**src/rtl/clk_div_ctrl.sv**
```systemverilog
// Runtime-programmable clock divider: valid/ready ratio load, changes applied only at period boundaries.
// Optional output period_cnt enabled by defining CLK_DIV_PERIOD_CNT_EN.
module clk_div_ctrl #(
  parameter int unsigned CNT_W       = 16,
  parameter int unsigned DEFAULT_DIV = 10
) (
  input  logic             clk,
  input  logic             n_rst,
  input  logic             run,
  input  logic             cfg_valid,
  input  logic [CNT_W-1:0] cfg_div,
  output logic             cfg_ready,
  output logic             cfg_err,
  output logic [CNT_W-1:0] active_div,
  output logic             div_clk,
  output logic             div_tick,
  output logic             busy
`ifdef CLK_DIV_PERIOD_CNT_EN
  ,
  output logic [15:0]      period_cnt
`endif
);

  typedef enum logic [1:0] {IDLE, RUN, PEND} state_e;

  state_e           state_q, state_d;
  logic [CNT_W-1:0] cnt_q, cnt_d;
  logic [CNT_W-1:0] act_q, act_d;
  logic [CNT_W-1:0] pend_q, pend_d;
  logic             err_q, err_d;
  logic             clk_q, clk_d;
  logic             tick_q, tick_d;
  logic [CNT_W:0]   half_d;
  logic             xfer, legal, wrap;

  assign xfer  = cfg_valid && cfg_ready;
  assign legal = (cfg_div >= CNT_W'(2));
  assign wrap  = (cnt_q == act_q - CNT_W'(1));

  always_ff @(posedge clk or negedge n_rst) begin
    if (!n_rst) begin
      state_q <= IDLE;
      cnt_q   <= '0;
      act_q   <= CNT_W'(DEFAULT_DIV);
      pend_q  <= '0;
      err_q   <= 1'b0;
      clk_q   <= 1'b0;
      tick_q  <= 1'b0;
    end else begin
      state_q <= state_d;
      cnt_q   <= cnt_d;
      act_q   <= act_d;
      pend_q  <= pend_d;
      err_q   <= err_d;
      clk_q   <= clk_d;
      tick_q  <= tick_d;
    end
  end

  always_comb begin
    state_d = state_q;
    cnt_d   = cnt_q;
    act_d   = act_q;
    pend_d  = pend_q;
    err_d   = xfer && !legal;
    unique case (state_q)
      IDLE: begin
        cnt_d = '0;
        if (xfer && legal) act_d = cfg_div;
        if (run) state_d = RUN;
      end
      RUN: begin
        cnt_d = wrap ? '0 : cnt_q + CNT_W'(1);
        // Stopping wins over parking a ratio; an accepted ratio then loads directly since we are idle.
        if (wrap && !run) begin
          state_d = IDLE;
          if (xfer && legal) act_d = cfg_div;
        end else if (xfer && legal) begin
          state_d = PEND;
          pend_d  = cfg_div;
        end
      end
      PEND: begin
        cnt_d = wrap ? '0 : cnt_q + CNT_W'(1);
        if (wrap) begin
          act_d   = pend_q;
          state_d = run ? RUN : IDLE;
        end
      end
      default: state_d = IDLE;
    endcase
  end

  // div_clk/div_tick are registered from next-state values so they line up with cnt_q/state_q.
  always_comb begin
    cfg_ready = (state_q != PEND);
    busy      = (state_q != IDLE);
    half_d    = ({1'b0, act_d} + (CNT_W+1)'(1)) >> 1;
    clk_d     = (state_d != IDLE) && ({1'b0, cnt_d} < half_d);
    tick_d    = (state_d != IDLE) && (cnt_d == '0);
  end

  assign cfg_err    = err_q;
  assign active_div = act_q;
  assign div_clk    = clk_q;
  assign div_tick   = tick_q;

`ifdef CLK_DIV_PERIOD_CNT_EN
  logic [15:0] pcnt_q, pcnt_d;

  always_comb begin
    pcnt_d = pcnt_q;
    if (state_q == IDLE && state_d == RUN) pcnt_d = '0;
    else if (state_q != IDLE && wrap)      pcnt_d = pcnt_q + 16'd1;
  end

  always_ff @(posedge clk or negedge n_rst) begin
    if (!n_rst) pcnt_q <= '0;
    else        pcnt_q <= pcnt_d;
  end

  assign period_cnt = pcnt_q;
`endif

endmodule

```
**config.mk**
```make
export PLATFORM = sky130hd
export DESIGN_NAME = clk_div_ctrl
export DESIGN_NICKNAME = d
export VERILOG_FILES = /design/src/rtl/clk_div_ctrl.sv
export SDC_FILE = /design/constraint.sdc
export NUM_CORES = 1
export LEC_CHECK = 0
export ABC_AREA = 1
export CORE_UTILIZATION = 36
export DETAILED_ROUTE_END_ITERATION = 8
export PLACE_DENSITY = 0.53
export RECOVER_POWER = 25
export REMOVE_ABC_BUFFERS = 1
export SYNTH_ARGS = -nofsm -noshare
export SYNTH_HDL_FRONTEND = slang
export SYNTH_SLANG_ARGS = --single-unit
```
**constraint.sdc**
```tcl
create_clock -name clk -period 6.4 [get_ports clk]
set_clock_uncertainty 0.15 [all_clocks]
set_input_delay 1.28 -clock clk [delete_from_list [all_inputs] [get_ports clk]]
set_output_delay 1.28 -clock clk [all_outputs]
set_load 0.02 [all_outputs]
```
==> results.rst, run 1 <==
.. list-table::
   :header-rows: 1

   * - Metric
     - Value
   * - Status
     - finished with violations
   * - Failing checks
     - max-capacitance violations, max-slew violations
   * - Most common flop cell mapped by yosys
     - sky130_fd_sc_hd__dfrtp_1
   * - Kind of start point of the critical path
     - input port
   * - Number of DRC violations after detailed routing
     - 0
   * - Max rail drop VDD
     - 254.4 uV
   * - Met2 WL
     - 7.953 mm
   * - Routed via count
     - 5438
   * - Setup repair bufs after CTS
     - 0
   * - #FFs+latches synth
     - 53
   * - Number of hold violations in the final report
     - 0
   * - Number of max-slew violations in the final report
     - 54
   * - Final setup viols
     - 0
   * - Clock root buffer
     - sky130_fd_sc_hd__clkbuf_16
   * - Core Footprint
     - 13880 um2
   * - GPL Wtd Cong
     - 0.9726
   * - Critical Path AT
     - 5.47 ns
   * - Clock H-tree levels
     - 2
   * - Number of global-route vias before repair
     - 5152
   * - Final worst path period share
     - 84.04%
   * - Cell occurring most often along the worst timing path
     - sky130_fd_sc_hd__nand2_1
   * - First-pass GRT wire length
     - 27.70 mm
   * - Syn avg cell area
     - 6.268 um2
   * - Largest incremental delay on the critical path
     - 0.52 ns
   * - Initial antenna violation count
     - 0
   * - Routed metal-1 wire length
     - 8.069 mm
   * - Total of buffers placed on input and output ports
     - 40
   * - Transition time at the pin with the least slew margin
     - 3.024 ns
   * - Cell with the largest stage delay on the worst path
     - sky130_fd_sc_hd__clkdlybuf4s50_1
   * - Worst slew margin relative to its limit
     - -101.6%
   * - Total area of multi-input combinational cells
     - 3211 um2
   * - Clk buf depth
     - 2
   * - DIE HEIGHT
     - 121.2 um
   * - Number of max-capacitance violations reported
     - 1
   * - Fillcell total
     - 1482
   * - Number of cells produced by synthesis
     - 816
   * - GRT Resource Usage Total
     - 25.04%
   * - Maximum operating frequency
     - 185.9 MHz
   * - Global route total overflow
     - 0
   * - Area share of the largest cell type after synthesis
     - 24.95%
   * - CTS buffer count
     - 5
   * - Path type of the worst min-delay path
     - reg2reg
   * - Count of antenna diodes in the layout
     - 0
   * - Count of unique library cells instantiated by Yosys
     - 44
   * - Number of warnings printed during yosys synthesis
     - 0
   * - Sort of element at the end of the critical path
     - register
   * - FF/Latch Area
     - 1329 um2
   * - Maximum number of pins on one net before global-route repair
     - 54
   * - Setup repair after global routing missed its margin
     - no
   * - Count of TritonRoute iterations in the first routing pass
     - 5
   * - Leakage power
     - 0.002918 uW
   * - Post-place instance area
     - 5678 um2
   * - Number of resized instances in the post-cts repair step
     - 0
   * - Non-Filler Instances
     - 1029
   * - Shortest period the worst path allows
     - 5.379 ns
   * - Asr flop ratio synth
     - 100.0%
   * - Highest routed layer
     - met4
   * - Die area
     - 14690 um2
   * - Post-DR vias/cell
     - 5.285
   * - Total I/O pin count
     - 41
   * - Fin Setup TNS
     - 0 ns
   * - Std-Cell Rows
     - 43
   * - Main area contributors after synthesis
     - sky130_fd_sc_hd__dfrtp_1, sky130_fd_sc_hd__nand2_1, sky130_fd_sc_hd__inv_1
   * - Starting Density
     - 36.85%
   * - Fraction of layout instances using a drive strength above 1
     - 9.658%
   * - Number of nets in the final layout
     - 890
   * - Post-synth EDFFs
     - 0
   * - # clock sinks
     - 53
   * - Worst-path fanout max
     - 20
   * - Sum of met3 wire segment lengths after detailed routing
     - 922 um
   * - TritonCTS clock tree
     - done
   * - Part of the Yosys area used for sequential elements
     - 25.98%
   * - Worst Path Class, Setup
     - in2reg
   * - Worst hold slack after final layout
     - 0.3464 ns
   * - Reg clk slew, reported paths
     - 0.07 ns
   * - Power density over the cells
     - 487.6 nW/um2
   * - Area Growth Syn to Fin
     - 14.02%
   * - Total routed wirelength
     - 17.42 mm
   * - Synthesized area
     - 5115 um2
   * - Die X
     - 121.2 um
   * - Post-synthesis cell type with the largest combined area
     - sky130_fd_sc_hd__dfrtp_1
   * - Req. time, crit path
     - 6.49 ns
   * - Half-perimeter wire length after detailed placement
     - 13.54 mm
   * - Clock insertion delay at the later pin of the skew report
     - 0.31 ns
   * - # hold bufs at CTS
     - 0
   * - Finished layout cell area
     - 5832 um2
   * - Average wire length per cell after detail routing
     - 16.93 um
   * - Remaining number of nets flagged by the antenna check after routing
     - 0
   * - Placed cell count
     - 1021
   * - Initial detailed-routing violation count
     - 433
-- logic make-up after synthesis --
family / Yosys count / synth area share, %
multiplexers: 1 / 0.2201
AO/OA/AOI/OAI: 92 / 9.736
AND/OR/NAND/NOR: 481 / 43.66
flip-flops: 53 / 25.98
adder cells (fa/ha/maj): 22 / 5.382
buffers and inverters: 145 / 11.25
XOR/XNOR: 22 / 3.767
-- layout make-up --
class,instances,area share (%)
Multi-Input combinational cell,618,55.05
Sequential cell,53,22.78
Inverter,122,7.852
Timing Repair Buffer,48,7.745
Tap cell,180,3.862
Clock buffer,7,2.617
Clock inverter,1,0.08582
-- cells in the mapped netlist (2+ instances only) --
cell	number
sky130_fd_sc_hd__nand4_1	39
sky130_fd_sc_hd__nor4_1	2
sky130_fd_sc_hd__o21ai_0	64
sky130_fd_sc_hd__nor2_1	89
sky130_fd_sc_hd__buf_2	4
sky130_fd_sc_hd__nand3_2	6
sky130_fd_sc_hd__nor2_4	6
sky130_fd_sc_hd__a21oi_1	11
sky130_fd_sc_hd__nand2_1	228
sky130_fd_sc_hd__xor2_1	15
sky130_fd_sc_hd__xnor2_1	7
sky130_fd_sc_hd__a21oi_2	2
sky130_fd_sc_hd__o22ai_1	6
sky130_fd_sc_hd__inv_1	109
sky130_fd_sc_hd__o21ai_1	2
sky130_fd_sc_hd__nand2_2	19
sky130_fd_sc_hd__clkbuf_1	13
sky130_fd_sc_hd__nand3_1	63
sky130_fd_sc_hd__buf_1	2
sky130_fd_sc_hd__or2_2	2
sky130_fd_sc_hd__inv_2	12
sky130_fd_sc_hd__dfrtp_1	51
sky130_fd_sc_hd__ha_1	22
sky130_fd_sc_hd__nand3b_1	9
sky130_fd_sc_hd__dfstp_2	2
sky130_fd_sc_hd__buf_6	3
sky130_fd_sc_hd__nor2_2	11
-- layout by cell type (no fill, tap or decap), types with 5 or more instances in the layout --
| cell | instances |
|---|---|
| sky130_fd_sc_hd__o22ai_1 | 6 |
| sky130_fd_sc_hd__xor2_1 | 15 |
| sky130_fd_sc_hd__dfrtp_1 | 51 |
| sky130_fd_sc_hd__clkdlybuf4s50_1 | 39 |
| sky130_fd_sc_hd__nand3_1 | 63 |
| sky130_fd_sc_hd__nand3_2 | 6 |
| sky130_fd_sc_hd__o21ai_0 | 64 |
| sky130_fd_sc_hd__buf_4 | 7 |
| sky130_fd_sc_hd__nor2_4 | 6 |
| sky130_fd_sc_hd__nor2_2 | 11 |
| sky130_fd_sc_hd__nand4_1 | 39 |
| sky130_fd_sc_hd__nand2_1 | 228 |
| sky130_fd_sc_hd__xnor2_1 | 7 |
| sky130_fd_sc_hd__inv_2 | 12 |
| sky130_fd_sc_hd__a21oi_1 | 11 |
| sky130_fd_sc_hd__ha_1 | 22 |
| sky130_fd_sc_hd__clkbuf_16 | 5 |
| sky130_fd_sc_hd__nand3b_1 | 9 |
| sky130_fd_sc_hd__inv_1 | 109 |
| sky130_fd_sc_hd__nor2_1 | 89 |
| sky130_fd_sc_hd__nand2_2 | 19 |
-- power by group --
part	total [uW]	leakage [uW]	internal [uW]	switching [uW]
clock network	305	0.0000799	166	138
logic	1900	0.00216	629	1270
registers	641	0.000675	459	182
-- worst paths after layout --
kind / start / to / cells after the start / slack (ns)
max: cfg_div[5] / div_clk / 26 / 1.02
min: pend_q[6] / pend_q[6] / 2 / 0.35
max reg2reg: active_div[1] / div_clk / 28 / 1.24
min reg2reg: pend_q[6] / pend_q[6] / 2 / 0.35
max in group asynchronous: n_rst / cnt_q[12] / 2 / 2.50
min in group asynchronous: n_rst / cnt_q[10] / 2 / 1.91
-- critical path, delay by kind of cell --
family | cells | cell delay [ns]
fa+ha+maj | 2 | 0.53
buf+inv | 4 | 0.71
simple gates | 13 | 1.88
compound gates | 7 | 1.09
-- metal layers --
layer / track usage, % / vias up
met1: 34.94 / 2549
li1: - / 2680
met3: 2.115 / 30
met5: 0 / -
met4: 10.42 / 0
met2: 39.61 / 179
-- metrics by stage --
step / utilization, % / power, uW / setup WS (ns)
finish: 42.01 / 2844 / 1.021
CTS: 42.04 / 2836 / 1.055
detailed placement: 40.91 / 2520 / 0.7697
global route: 42.01 / 3110 / 0.4704
global placement: 40.91 / 2515 / 0.7527
floorplan: - / 1883 / 1.801
-- sequential cells by signal, indices dropped and copies added, names as in the netlist --
register    count
pend_q         16
active_div     16
div_tick        1
cnt_q          16
state_q         2
div_clk         1
cfg_err         1
Power figures use the tool's default switching activity.
==> run 2, diff against run 1 <==
--- a/config.mk
+++ b/config.mk
@@ -8,7 +8,7 @@
 export ABC_AREA = 1
 export CORE_UTILIZATION = 36
 export DETAILED_ROUTE_END_ITERATION = 8
-export PLACE_DENSITY = 0.53
+export PLACE_DENSITY = 0.55
 export RECOVER_POWER = 25
 export REMOVE_ABC_BUFFERS = 1
 export SYNTH_ARGS = -nofsm -noshare
==> constraint.sdc (replaced) <==
create_clock -name clk -period 4.8 [get_ports clk]
set_clock_uncertainty 0.15 [all_clocks]
set_input_delay 0.96 -clock clk [delete_from_list [all_inputs] [get_ports clk]]
set_output_delay 0.96 -clock clk [all_outputs]
set_load 0.02 [all_outputs]
==> run 2 against run 1 <==
Effect of this change: the flow still finishes with violations (max-capacitance violations, max-slew violations); largest power group unchanged; register-to-register slack got worse by 0.82 ns; hold slack got worse by 0.0045 ns; clock power increased by 39%; sequential share of layout area decreased by 0.65 points; global-route usage decreased by 1.1 points; die area unchanged; first-iteration DRC count decreased by 32%; worst setup slack got worse by 0.60 ns; count of clock-buffer cells in the layout decreased by 1.
==> results.rst, run 2 (synthesis gave the netlist of run 1 again) <==
.. list-table::
   :header-rows: 1

   * - Metric
     - Value
   * - Total I/O pin count
     - 41
   * - Total of buffers placed on input and output ports
     - 40
   * - Leakage power
     - 0.003007 uW
   * - Finished layout cell area
     - 6003 um2
   * - Routed via count
     - 5270
   * - Clock H-tree levels
     - 2
   * - Share of power burned in combinational logic
     - 67.0%
   * - Count of TritonRoute iterations in the first routing pass
     - 5
   * - DIE HEIGHT
     - 121.2 um
   * - Die X
     - 121.2 um
   * - Finished Core Util
     - 43.25%
   * - GRT Resource Usage Total
     - 23.97%
   * - Setup repair bufs after CTS
     - 0
   * - Net switching share of the total power
     - 54.33%
   * - Most frequent standard cell in the layout excluding fill and tap cells
     - sky130_fd_sc_hd__nand2_1
   * - Worst slew margin relative to its limit
     - -23.40%
   * - Fillcell total
     - 1525
   * - Clock power frac
     - 11.1%
   * - Switching power of the nets
     - 2081 uW
   * - Power consumption
     - 3829 uW
   * - Post-DR vias/cell
     - 5.038
   * - Final setup viols
     - 0
   * - Number of DRC violations after detailed routing
     - 0
   * - GPL Wtd Cong
     - 0.8914
   * - TritonCTS clock tree
     - done
   * - Path type of the worst min-delay path
     - reg2reg
   * - Worst-path fanout max
     - 12
   * - Die area
     - 14690 um2
   * - Power density over the cells
     - 637.9 nW/um2
   * - Register share of total power
     - 21.9%
   * - Initial antenna violation count
     - 0
   * - Maximum number of pins on one net before global-route repair
     - 32
   * - Critical Path AT
     - 4.45 ns
   * - Failing checks
     - max-capacitance violations, max-slew violations
   * - Core Footprint
     - 13880 um2
   * - Final worst path period share
     - 91.22%
   * - Number of max-slew violations in the final report
     - 32
   * - Count of antenna diodes in the layout
     - 0
   * - Clock insertion delay at the later pin of the skew report
     - 0.30 ns
   * - Remaining number of nets flagged by the antenna check after routing
     - 0
   * - Maximum operating frequency
     - 228.4 MHz
   * - Starting Density
     - 36.85%
   * - Req. time, crit path
     - 4.88 ns
   * - Number of global-route vias before repair
     - 5110
   * - Global route total overflow
     - 0
   * - Kind of start point of the critical path
     - register
   * - # clock sinks
     - 53
   * - Fraction of layout instances using a drive strength above 1
     - 11.66%
   * - Sort of element at the end of the critical path
     - register
   * - Cell with the largest stage delay on the worst path
     - sky130_fd_sc_hd__dfstp_2
   * - Reg clk slew, reported paths
     - 0.07 ns
   * - Clock root buffer
     - sky130_fd_sc_hd__clkbuf_16
   * - Post-place instance area
     - 5818 um2
   * - Worst Path Class, Setup
     - reg2reg
   * - Shortest period the worst path allows
     - 4.379 ns
   * - First-pass GRT wire length
     - 27.36 mm
   * - CTS buffer count
     - 5
   * - Most frequent cells in the layout
     - sky130_fd_sc_hd__nand2_1, sky130_fd_sc_hd__inv_1, sky130_fd_sc_hd__nor2_1, sky130_fd_sc_hd__o21ai_0, sky130_fd_sc_hd__nand3_1
   * - Internal power component
     - 1749 uW
   * - Status
     - finished with violations
   * - Half-perimeter wire length after detailed placement
     - 13.25 mm
   * - Max rail drop VDD
     - 287.0 uV
   * - Total area of multi-input combinational cells
     - 3237 um2
   * - Total routed wirelength
     - 16.51 mm
   * - Number of max-capacitance violations reported
     - 1
   * - Clk buf depth
     - 2
   * - Transition time at the pin with the least slew margin
     - 1.851 ns
   * - Average wire length per cell after detail routing
     - 15.79 um
   * - Initial detailed-routing violation count
     - 296
   * - Number of hold violations in the final report
     - 0
   * - Area Growth Syn to Fin
     - 17.37%
   * - FF/Latch Area
     - 1329 um2
   * - Largest incremental delay on the critical path
     - 0.56 ns
   * - Std-Cell Rows
     - 43
   * - Number of nets in the final layout
     - 907
   * - Cell occurring most often along the worst timing path
     - sky130_fd_sc_hd__nand2_1
## run 2: through the flow
step                      instances  setup WS [ns]  hold slack (ns)  setup TNS, ns
after floorplan                 793         0.4580           0.3030              0
after global placement         1038        0.02675           0.3253              0
after detailed placement       1038       -0.01028           0.3281       -0.01028
after CTS                      1046         0.2470           0.3469              0
after global routing           1046      -0.001386           0.3614      -0.001386
final                          1046         0.4213           0.3418              0
## run 2: layer usage
metal  vias up  share of wire, %  GRT usage (%)
met5         -                 0              0
met4         0               1.5          5.324
met3        16               3.8          2.491
met2       111                46          39.18
met1      2437                49          33.87
li1       2706                 -              -
## run 2: final cells by class
cell class              count  area share (%)
flip-flops and latches     53           22.13
clock buffers               6           2.147
repair buffers             65           9.837
clock inverters             2          0.5836
multi-input cells         618           53.92
well taps                 180           3.752
inverters                 122           7.628
## run 2: critical path, delay by kind of cell (launching register included)
family                   cells  cell delay (ns)
AND/OR/NAND/NOR             18             1.74
AO/OA/AOI/OAI                5             0.68
adder cells (fa/ha/maj)      3             0.67
flip-flops                   1             0.56
buffers and inverters        5             0.47
## run 2: timing repair
item / 4_1_cts / 5_1_grt
endpoints found under the setup margin: 0 / 1
gates resized for setup: 0 / 6
hold buffers: 0 / 0
## run 2: final timing paths
path                                from  slack (ns)  depth (start not counted)    endpoint
max                        active_div[1]        0.42                         31     div_clk
min                            pend_q[4]        0.34                          2   pend_q[4]
max reg2reg                active_div[1]        0.42                         31     div_clk
min reg2reg                    pend_q[4]        0.34                          2   pend_q[4]
max in group asynchronous          n_rst        1.40                          2    cnt_q[7]
min in group asynchronous          n_rst        0.77                          1  pend_q[10]
## run 2: power groups by stage
stage	combinational [uW]	sequential, uW	clock (uW)
after floorplan	1650	856	0
after global placement	2540	848	0
after detailed placement	2550	844	0
after CTS	2560	836	437
after global routing	2920	856	452
final	2570	838	424
==> run 3, diff against run 2 <==
--- a/config.mk
+++ b/config.mk
@@ -11,6 +11,7 @@
 export PLACE_DENSITY = 0.55
 export RECOVER_POWER = 25
 export REMOVE_ABC_BUFFERS = 1
+export SLEW_MARGIN = 20
 export SYNTH_ARGS = -nofsm -noshare
 export SYNTH_HDL_FRONTEND = slang
 export SYNTH_SLANG_ARGS = --single-unit
==> results of run 3 <==
No change in the layout: final DEF, timing and power equal those of run 2.
==> edit: new RTL, config.mk and constraints of run 3 <==
Set the parameter `CNT_W` to 12 (it was 16).
--- a/src/rtl/clk_div_ctrl.sv
+++ b/src/rtl/clk_div_ctrl.sv
@@ -1,7 +1,7 @@
 // Runtime-programmable clock divider: valid/ready ratio load, changes applied only at period boundaries.
 // Optional output period_cnt enabled by defining CLK_DIV_PERIOD_CNT_EN.
 module clk_div_ctrl #(
-  parameter int unsigned CNT_W       = 16,
+  parameter int unsigned CNT_W       = 12,
   parameter int unsigned DEFAULT_DIV = 10
 ) (
   input  logic             clk,
Ports: changed (resized active_div and cfg_div); port bits go from 41 to 33. The function was not compared with the original's and may differ.
==> edit against run 3 <==
The flow still finishes with violations (max-capacitance violations, max-slew violations); setup slack improved by 48 ps; sequential cell count is 12 lower; non-clock buffer count down 19; clock power decreased by 41%; area after synthesis down 23%; design area down 24%; routed wire length is 22% lower; total power is 22% lower; highest routed layer unchanged.
==> edit: results (changes against run 3) <==
Outcome
  – Outcome: complete, but fails checks
  – Failing checks: max-capacitance violations, max-slew violations

Routing
  – DR vias/cell: 5.27 (+4.5%)
  – Met3 routed WL: 708 microns (+12%)
  – Wl on met1: 6.12 mm (-24%)
  – Detailed Route WL: 12.9 mm (-22%)
  – DR vias: 4170 (-21%)
  – Detail Route met2 WL: 5.76 mm (-24%)

Placed design
  – Placer Congestion: 0.926 (+3.9%)
  – Hpwl dp: 10.3 mm (-22%)
  – Port bufs: 32 (-20%)

Cells and area
  – Final-stage net count: 689 (-24%)
  – Share of cells above drive strength 1: 12.2% (+0.53 points)

STA
  – Worst-margin pin slew: 2320 ps (+471 ps)
  – Slew Limit Fails: 42 (+31%)

Global route
  – First-pass GRT wire length: 20.6 mm (-25%)
  – Vias in the first global route: 3886 (-24%)
  – Total GRT Usage: 23.7% (-0.25 points)
  – Largest net degree at the start of global routing: 42 (+31%)

Yosys
  – Largest cells by area after synthesis: dfrtp_1 25%, nand2_1 17%, inv_1 7.4%, nand3_1 7.3%, ha_1 5.7%
  – Post-synth top cells: 181 x nand2_1, 78 x inv_1, 58 x nand3_1
  – Synth unique cells: 41 (-6.8%)

Clocking
  – Clock transition at path regs: 100 ps (+30 ps)

Job
  – Max-Cap Viols: 1 (unchanged)

Pwr
  – Maximum VDD drop: 0.000320 V (+12%)
  – Power density over the cells: 652 mW/mm^2 (+2.2%)

Worst setup path
  – R2r setup slk: 470 ps (+50 ps)
  – Worst Path Arrival: 4430 ps (-20 ps)
[edit: layout make-up]
| type | instances | share of cell area, % |
|---|---|---|
| well taps | 136 | 3.73 |
| inverters | 86 | 7.13 |
| clock inverters | 3 | 0.494 |
| multi-input cells | 475 | 55.4 |
| flip-flops and latches | 41 | 22.6 |
| clock buffers | 5 | 1.51 |
| repair buffers | 46 | 9.19 |
[edit: what timing repair did]
action	in CTS	in global routing
setup endpoints to repair	0	1
hold buffers	0	0
gates resized for setup	0	6
hold endpoints to repair	0	0
[edit: layer usage]
metal,vias to the layer above,global-route usage (%)
li1,2072,-
met1,1934,33.9
met2,143,37.3
met3,21,2.80
met4,0,7.14
met5,-,0
[edit: logic make-up after synthesis]
| logic type | share of synthesized area (%) |
|---|---|
| buffers and inverters | 10.6 |
| AO/OA/AOI/OAI | 10.1 |
| multiplexers | 0.569 |
| adder cells (fa/ha/maj) | 5.69 |
| AND/OR/NAND/NOR | 44.6 |
| flip-flops | 26.0 |
| XOR/XNOR | 2.44 |
[edit: worst paths after layout]
path                                    startpoint                      to  cells after the start
max                        active_div[0]$_DFF_PN0_       div_clk$_DFF_PN0_                     27
min                         pend_q[10]$_DFFE_PN0P_  pend_q[10]$_DFFE_PN0P_                      2
max reg2reg                active_div[0]$_DFF_PN0_       div_clk$_DFF_PN0_                     27
min reg2reg                 pend_q[10]$_DFFE_PN0P_  pend_q[10]$_DFFE_PN0P_                      2
max in group asynchronous                    n_rst      cnt_q[4]$_DFF_PN0_                      1
min in group asynchronous                    n_rst  pend_q[10]$_DFFE_PN0P_                      1
[edit: critical path, delay by kind of cell (launching register included)]
| family | cells | cell delay, ps |
|---|---|---|
| adders and majority gates | 2 | 610 |
| DFF | 1 | 440 |
| buffers and inverters | 3 | 540 |
| xor gates and xnor gates | 1 | 160 |
| AOI/OAI and AO/OA | 3 | 480 |
| and+or+nand+nor | 18 | 1870 |
[edit: power by group]
group | internal (mW) | total, mW | switching [mW]
logic | 0.710 | 2.06 | 1.35
clock network | 0.104 | 0.250 | 0.147
registers | 0.477 | 0.661 | 0.184
[edit: metrics by stage]
| stage | worst slack (ps) | hold slack [ps] | power, mW |
|---|---|---|---|
| finish | 469 | 345 | 2.97 |
| detailed placement | 111 | 329 | 2.70 |
| CTS | 274 | 355 | 2.96 |
| floorplan | 797 | 303 | 2.02 |
| global route | 28.7 | 371 | 3.26 |
| global placement | 184 | 329 | 2.69 |
